### config.mk
export PLATFORM = sky130hd
export DESIGN_NAME = control_sequencer
export DESIGN_NICKNAME = d
export VERILOG_FILES = /design/src/rtl/control_sequencer.sv
export SDC_FILE = /design/constraint.sdc
export NUM_CORES = 1
export LEC_CHECK = 0
export ABC_CLOCK_PERIOD_IN_PS = 3500
export CORE_MARGIN = 8
export CORE_UTILIZATION = 40
export DETAILED_ROUTE_END_ITERATION = 10
export PLACE_DENSITY = 0.63
export SETUP_SLACK_MARGIN = 0.05
export SYNTH_ARGS = -nofsm -noshare
export SYNTH_HDL_FRONTEND = slang
export SYNTH_SLANG_ARGS = --single-unit
### constraint.sdc
create_clock -name clock -period 3.5 [get_ports clock]
set_input_delay 0.7 -clock clock [delete_from_list [all_inputs] [get_ports clock]]
set_output_delay 0.7 -clock clock [all_outputs]
set_load 0.03 [all_outputs]
### src/rtl/control_sequencer.sv
// Fetch/decode/sequencing FSM for the 4-bit accumulator datapath.
// Fetches byte-wide instructions as two nibbles and emits one-cycle datapath strobes.
module control_sequencer #(
    parameter int PC_W = 8
) (
    input  logic            clock,
    input  logic            reset_n,
    input  logic [3:0]      data,
    input  logic            take_branch,
    input  logic            reg_is_zero,
    output logic [PC_W-1:0] rom_addr,
    output logic            nibble_sel,
    output logic            halt,
    output logic [3:0]      inst_operand,
    output logic            clear_carry,
    output logic            write_carry,
    output logic            clear_accumulator,
    output logic            write_accumulator,
    output logic            write_register,
    output logic [2:0]      acc_input_sel,
    output logic [1:0]      reg_input_sel,
    output logic [2:0]      alu_op,
    output logic [2:0]      alu_in0_sel,
    output logic [1:0]      alu_in1_sel,
    output logic [1:0]      alu_cin_sel
);

    // Datapath select encodings:
    // acc: 0 zero, 1 alu, 2 reg, 3 operand, 4 {000,carry}; reg: 0 zero, 1 alu, 2 acc
    // alu_op: 0 idle, 1 add; in0: 0 zero, 1 acc, 2 reg, 3 4'hF
    // in1: 0 zero, 1 reg, 2 ~reg; cin: 0 zero, 1 one, 2 carry, 3 ~carry
    localparam logic [2:0] ACC_ALU = 3'd1, ACC_REG = 3'd2, ACC_OPR = 3'd3, ACC_CY = 3'd4;
    localparam logic [1:0] REG_ALU = 2'd1, REG_ACC = 2'd2;
    localparam logic [2:0] ALU_ADD = 3'd1;
    localparam logic [2:0] IN0_ACC = 3'd1, IN0_REG = 3'd2, IN0_F = 3'd3;
    localparam logic [1:0] IN1_REG = 2'd1, IN1_NREG = 2'd2;
    localparam logic [1:0] CIN_ONE = 2'd1, CIN_CY = 2'd2, CIN_NCY = 2'd3;

    typedef enum logic [2:0] {
        FETCH_HI, FETCH_LO, FETCH2_HI, FETCH2_LO, EXEC, ISZ_BR, HALTED
    } state_t;

    typedef struct packed {
        logic       clr_cy;
        logic       wr_cy;
        logic       clr_acc;
        logic       wr_acc;
        logic       wr_reg;
        logic [2:0] acc_sel;
        logic [1:0] reg_sel;
        logic [2:0] op;
        logic [2:0] in0;
        logic [1:0] in1;
        logic [1:0] cin;
    } ctrl_t;

    state_t          state;
    ctrl_t           ctrl;
    logic [PC_W-1:0] pc;
    logic [3:0]      opcode, addr_hi, addr_lo;
    logic [PC_W-1:0] target;
    logic            two_byte;

    assign target   = PC_W'({addr_hi, addr_lo});
    assign two_byte = (opcode == 4'h1) || (opcode == 4'h4) || (opcode == 4'h7);

    function automatic ctrl_t decode(input logic [3:0] op, input logic [3:0] opr);
        ctrl_t c;
        c = '0;
        case (op)
            4'h6, 4'h7: begin
                c.op = ALU_ADD; c.in0 = IN0_REG; c.cin = CIN_ONE;
                c.reg_sel = REG_ALU; c.wr_reg = 1'b1;
            end
            4'h8: begin
                c.op = ALU_ADD; c.in0 = IN0_ACC; c.in1 = IN1_REG; c.cin = CIN_CY;
                c.acc_sel = ACC_ALU; c.wr_acc = 1'b1; c.wr_cy = 1'b1;
            end
            4'h9: begin
                c.op = ALU_ADD; c.in0 = IN0_ACC; c.in1 = IN1_NREG; c.cin = CIN_NCY;
                c.acc_sel = ACC_ALU; c.wr_acc = 1'b1; c.wr_cy = 1'b1;
            end
            4'hA: begin c.acc_sel = ACC_REG; c.wr_acc = 1'b1; end
            4'hB: begin
                c.acc_sel = ACC_REG; c.wr_acc = 1'b1;
                c.reg_sel = REG_ACC; c.wr_reg = 1'b1;
            end
            4'hD: begin c.acc_sel = ACC_OPR; c.wr_acc = 1'b1; end
            4'hF: begin
                case (opr)
                    4'h0: begin c.clr_acc = 1'b1; c.clr_cy = 1'b1; end
                    4'h1: c.clr_cy = 1'b1;
                    4'h2: begin
                        c.op = ALU_ADD; c.in0 = IN0_ACC; c.cin = CIN_ONE;
                        c.acc_sel = ACC_ALU; c.wr_acc = 1'b1; c.wr_cy = 1'b1;
                    end
                    4'h7: begin c.acc_sel = ACC_CY; c.wr_acc = 1'b1; c.clr_cy = 1'b1; end
                    // 4'hF + 0 + 1 always carries out
                    4'hA: begin c.op = ALU_ADD; c.in0 = IN0_F; c.cin = CIN_ONE; c.wr_cy = 1'b1; end
                    default: c = '0;
                endcase
            end
            default: c = '0;
        endcase
        return c;
    endfunction

    // rom_addr only moves when a new byte fetch begins, so it holds the
    // address of the last fetched byte through EXEC, ISZ_BR and HALTED.
    always_ff @(posedge clock or negedge reset_n) begin
        if (!reset_n) begin
            state        <= FETCH_HI;
            pc           <= '0;
            rom_addr     <= '0;
            nibble_sel   <= 1'b0;
            halt         <= 1'b0;
            opcode       <= '0;
            inst_operand <= '0;
            addr_hi      <= '0;
            addr_lo      <= '0;
            ctrl         <= '0;
        end else begin
            ctrl <= '0;
            case (state)
                FETCH_HI: begin
                    opcode     <= data;
                    nibble_sel <= 1'b1;
                    state      <= FETCH_LO;
                end
                FETCH_LO: begin
                    inst_operand <= data;
                    nibble_sel   <= 1'b0;
                    pc           <= pc + PC_W'(1);
                    if (two_byte) begin
                        rom_addr <= pc + PC_W'(1);
                        state    <= FETCH2_HI;
                    end else begin
                        ctrl  <= decode(opcode, data);
                        state <= EXEC;
                    end
                end
                FETCH2_HI: begin
                    addr_hi    <= data;
                    nibble_sel <= 1'b1;
                    state      <= FETCH2_LO;
                end
                FETCH2_LO: begin
                    addr_lo    <= data;
                    nibble_sel <= 1'b0;
                    pc         <= pc + PC_W'(1);
                    ctrl       <= decode(opcode, inst_operand);
                    state      <= EXEC;
                end
                EXEC: begin
                    state    <= FETCH_HI;
                    rom_addr <= pc;
                    case (opcode)
                        4'h0: if (inst_operand == 4'h1) begin
                            state    <= HALTED;
                            halt     <= 1'b1;
                            rom_addr <= rom_addr;
                        end
                        4'h1: if (take_branch) begin
                            pc       <= target;
                            rom_addr <= target;
                        end
                        4'h4: begin
                            pc       <= target;
                            rom_addr <= target;
                        end
                        4'h7: begin
                            state    <= ISZ_BR;
                            rom_addr <= rom_addr;
                        end
                        default: ;
                    endcase
                end
                ISZ_BR: begin
                    state <= FETCH_HI;
                    if (!reg_is_zero) begin
                        pc       <= target;
                        rom_addr <= target;
                    end else begin
                        rom_addr <= pc;
                    end
                end
                HALTED:  state <= HALTED;
                default: state <= FETCH_HI;
            endcase
        end
    end

    assign clear_carry       = ctrl.clr_cy;
    assign write_carry       = ctrl.wr_cy;
    assign clear_accumulator = ctrl.clr_acc;
    assign write_accumulator = ctrl.wr_acc;
    assign write_register    = ctrl.wr_reg;
    assign acc_input_sel     = ctrl.acc_sel;
    assign reg_input_sel     = ctrl.reg_sel;
    assign alu_op            = ctrl.op;
    assign alu_in0_sel       = ctrl.in0;
    assign alu_in1_sel       = ctrl.in1;
    assign alu_cin_sel       = ctrl.cin;

endmodule

Yosys cells after proc, flatten, opt, wreduce, memory -nomap -nowiden
Cells that the tools add are included.
{ "totals": {"input_bits": 8, "out_inout_bits": 34, "regBits": 57, "wordCells": 120} }
{ "classes": {"n_reduce_logical": 25, "muxes": 46, "n_eq_ne": 28, "add_sub_neg": 1} }
{ "op_table": {"columns": ["cell", "count"], "rows": [
  ["$pmux 8 s3", 2],
  ["$pmux 20 s2", 1],
  ["$eq 4x4->1 const B", 8],
  ["$mux 8", 4],
  ["$pmux 8 s4", 1],
  ["$pmux 3 s4", 2],
  ["$pmux 4 s3", 2],
  ["$eq 4x3->1 const B", 5],
  ["$mux 20", 1],
  ["$pmux 3 s2", 3],
  ["$pmux 3 s6", 1],
  ["$reduce_or 2->1", 9],
  ["$pmux 2 s4", 2],
  ["$pmux 4 s2", 2],
  ["$pmux 8 s2", 1],
  ["$mux 1", 15],
  ["$eq 4x1->1 const B", 3],
  ["$logic_not 4->1", 3],
  ["$pmux 1 s2", 5],
  ["$eq 3x3->1 const B", 3],
  ["$reduce_or 3->1", 3],
  ["$add 8x1->8 const B", 1],
  ["$eq 4x2->1 const B", 2],
  ["$pmux 2 s2", 2],
  ["other kinds (13)", 19]
]} }

Logic depth before layout (Yosys ltp)
{ "depth": {"depth_word": 6, "ltp_mapped": 7, "mapped_depth_nobuf": 6} }

Worst setup path after synthesis
No wires, ideal clock.
{ "synth_path": {"path_kind": "input to register", "from": "input port reg_is_zero", "to": "register pc[2]", "setup_time_ps": 118, "t_required_ps": 3382, "n_path_buf": 1, "stages": 5, "t_arrival_ps": 1832, "path_slack_ps": 1550, "cell_sequence": "clkbuf_1 mux2_2 a22oi_1 a21oi_1 a21o_1"} }
{ "synth_via": {"elab_chain_len": 2} }
{ "synth_rtl": {"columns": ["item", "line", "rtl"], "rows": [
  ["start: declaration", "10", "input logic reg_is_zero,"],
  ["$mux 8", null, null],
  ["$pmux 8 s3", null, null],
  ["end signal: assignment", "133", "pc <= pc + PC_W'(1);"],
  ["end signal: assignment", "150", "pc <= pc + PC_W'(1);"],
  ["end signal: assignment", "164", "pc <= target;"],
  ["end: declaration", "59", "logic [PC_W-1:0] pc;"]
]} }
Every way passes these cells.
A chain may end at the register's enable or synchronous reset.

Worst setup path after layout
{ "layout_path": {"from": "register state[2]", "to": "register ctrl, in the netlist write_accumulator"} }
{ "layout_via": {"elab_chain_len": 2, "word_cells_on_any_way": 3, "cone_classes": "2 x eq/ne; 1 x mux"} }
{ "layout_rtl": {"columns": ["item", "line", "rtl"], "rows": [
  ["start: declaration", "57", "state_t state;"],
  ["start signal: assignment", "112", "state <= FETCH_HI;"],
  ["start signal: assignment", "128", "state <= FETCH_LO;"],
  ["start signal: assignment", "136", "state <= FETCH2_HI;"],
  ["$eq 3x2->1 or $eq 3x1->1 (tied branches)", "124", "case (state)"],
  ["$pmux 20 s2 *", "124", null],
  ["end signal: assignment", "138", "ctrl <= decode(opcode, data);"],
  ["end signal: assignment", "151", "ctrl <= decode(opcode, inst_operand);"],
  ["end: declaration", "58", "ctrl_t ctrl;"]
]} }
Every way passes the cells marked *; elsewhere a longest branch is shown, timed or not.

==> run metrics <==
status complete, no violations; fraction of registers with async set or reset after synthesis 1.00; first-pass GRT wire length 11,400 um; flops & latches, synth 54; prevailing post-synth register cell dfrtp_1; Max VDD drop between 500 and 600 uV; pin count of the biggest net entering global routing 29; Setup-failing EPs final 0; DR WL/cell 16.2 um; # diodes 0; Clock Latency Late Sink approximately 0.31 ns; Post-Synthesis Cell Area 2900 sq um; Final min period 2.35 ns; Startpoint Class flip-flop; DR iter-0 viols 118; DRT Pass-1 Iters 4; Tcrit/Tclk final 0.671; dpl hpwl 4710 um; Max Root-Sink Buffers 2; Starting Density 0.406; WP data arrival 2.58 ns; Hold Path Class in -> async; total CTS buffers 5; Post-CTS Setup Bufs 0; H-tree levels 2; initial antenna violation count 0; clk root buf clkbuf_8; Vias per Instance 5.40; CTS Sinks 54; CTS tree built; CTS resizes 0; Syn Area/Cell 10.3 sq um; Post-Route Utilization 0.477; Final TNS setup 0 ns; Worst-Margin Slew 0.646 ns; register area share after synthesis 0.466; PortBufs 38; vias in the first global route around 2,200; CP Max Fanout 14; ANT nets after route 0; Crit. End Element flip-flop; Worst Path Required 3.73 ns; RSZ-0062 raised after global routing false; Die W 101 um; FF-to-FF Start state[2]; met1 usage 0.199; GR peak layer met2; Leak about 1.4 nW; die footprint 10,200 sq um; CP Class reg -> reg; Synthesis Warnings 0; Worst slew margin 0.568; Design Area, Final approximately 3400 sq um; Area after DPL ~3300 sq um; hold-fix buffers at CTS 0; Clk pin slew, worst setup/hold paths 0.10 ns; Total Routing Usage GR 0.139; GR Layer Usage met3 0.0186; EDFF count, synth 0; Cell Rows 31; Core Box Area 7140 sq um; grt total ovfl 0; Distinct cells, synth 53; worst reg2reg setup slack 1.15 ns; I/O pin count between 40 and 50; Max Transition Viols Final 0; met2 GRT Util 0.204; Layout Skew approximately 0.011 ns; die height about 100 um; Syn Inst Count 282; nets 319; DRC viols 0; maxcap violations 0; total vias in the final route 2,216; Reg-to-Reg End write_accumulator; Pwr Density 920 nW/um^2; share of layout cells above drive strength 1 0.132; final WL 6650 um; GPL Wtd Cong 0.857; R2R depth 5; Area Overhead vs Synth 17.3%; fmax 426 MHz; Final Hold Fails 0
==> worst max-delay path by stage <==
stage                     slack (ns)         from                end  cells after the start
after global placement          0.93  take_branch        rom_addr[6]                      6
after global routing            0.95     state[2]              pc[6]                      5
after detailed placement        0.91  take_branch        rom_addr[6]                      6
final                           1.15     state[2]  write_accumulator                      5
after floorplan                 1.55  reg_is_zero              pc[2]                      5
after CTS                       1.18     state[2]  write_accumulator                      5
==> cells in the final DEF, fill, tap and decap left out, drive strengths merged, types with 3 or more instances in the layout <==
master         instances
dfrtp                 54
clkdlybuf4s50         37
nor2                  26
mux2                  23
a21oi                 21
nand2                 17
nand3                 10
mux2i                 10
nor3                   7
o2bb2ai                7
o21ai                  7
nor2b                  6
nand2b                 6
o211ai                 6
clkbuf                 6
inv                    5
a221oi                 5
nand4                  4
xor2                   4
or3                    3
xnor2                  3
a31oi                  3
o22ai                  3
a21o                   3
conb                   3
buf                    3
==> flip-flops by register name, indices dropped and copies added, names as in the netlist <==
signal,count
write_register,1
opcode,4
alu_in1_sel,2
clear_accumulator,1
acc_input_sel,3
alu_cin_sel,2
addr_hi,4
rom_addr,8
write_accumulator,1
clear_carry,1
halt,1
alu_op,1
inst_operand,4
alu_in0_sel,2
state,3
pc,8
nibble_sel,1
write_carry,1
addr_lo,4
reg_input_sel,2
==> report_power, final <==
group / internal [mW] / switching (mW) / total (mW)
Combinational: 0.710 / 0.877 / 1.59
Clock: 0.159 / 0.204 / 0.363
Sequential: 0.864 / 0.317 / 1.18
Total: 1.73 / 1.40 / 3.13
==> per-stage QoR <==
stage          power [mW]  hold slack, ns  cells  worst slack (ns)
4_1_cts              3.14           0.406    410              1.18
6_report             3.13           0.378    410              1.15
5_1_grt              3.38           0.433    410             0.948
3_3_place_gp         2.76           0.448    402             0.929
2_1_floorplan        2.31           0.404    284              1.55
3_5_place_dp         2.77           0.455    402             0.915
==> worst max-delay path, stage by stage (launching register included) <==
cell	delay, ns
dfrtp_1	0.54
and2b_1	0.37
nor2b_1	0.57
nor3b_2	0.48
a31oi_1	0.15
o22ai_1	0.17
==> Yosys cell counts (2+ instances only) <==
cell type	count	area share
and2_1	2	0.0043
xor2_1	4	0.012
nor2_1	25	0.032
buf_2	4	0.0069
a21o_1	3	0.0078
a31oi_1	3	0.0065
mux2_1	2	0.0078
nor2b_1	6	0.013
xnor2_1	3	0.0091
nand2_1	17	0.022
buf_6	2	0.0078
inv_1	5	0.0065
or3_1	3	0.0065
a21oi_1	21	0.036
or4_1	2	0.0052
nand2b_1	6	0.013
mux2_2	21	0.082
nand3_1	10	0.017
o211ai_1	6	0.016
mux2i_1	10	0.035
o22ai_1	3	0.0065
nor3_1	7	0.012
and3_1	2	0.0043
a22oi_1	2	0.0052
clkbuf_1	11	0.014
o21a_1	2	0.0052
nand4_1	4	0.0086
dfrtp_1	54	0.47
o21ai_0	6	0.010
a221oi_1	4	0.012
buf_4	4	0.010
o2bb2ai_1	7	0.021
==> cell families (layout without fill, tap and decap cells) <==
family,count (synthesis),after routing,share of synthesized area
AO/OA/AOI/OAI,66,66,0.165
XOR/XNOR,7,7,0.0211
adder cells (fa/ha/maj),1,1,0.00431
buffers and inverters,26,53,0.0457
flip-flops,54,54,0.466
multiplexers,33,33,0.124
other,1,3,0.00129
AND/OR/NAND/NOR,94,94,0.173
==> cell type report <==
class / count / area, sq um
Clock inverter: 2 / 12.5
Multi-Input combinational cell: 204 / 1420
Sequential cell: 54 / 1350
Tap cell: 99 / 124
Clock buffer: 6 / 82.6
Inverter: 5 / 18.8
Timing Repair Buffer: 40 / 390
Fill cell: 681 / 3730
==> per-layer routing <==
| metal | vias up | wire length (um) |
|---|---|---|
| li1 | 1071 | - |
| met1 | 1072 | 3290 |
| met2 | 67 | 2870 |
| met3 | 6 | 399 |
| met4 | 0 | 89 |
| met5 | - | 0 |
(Power assumes the default switching activity.)
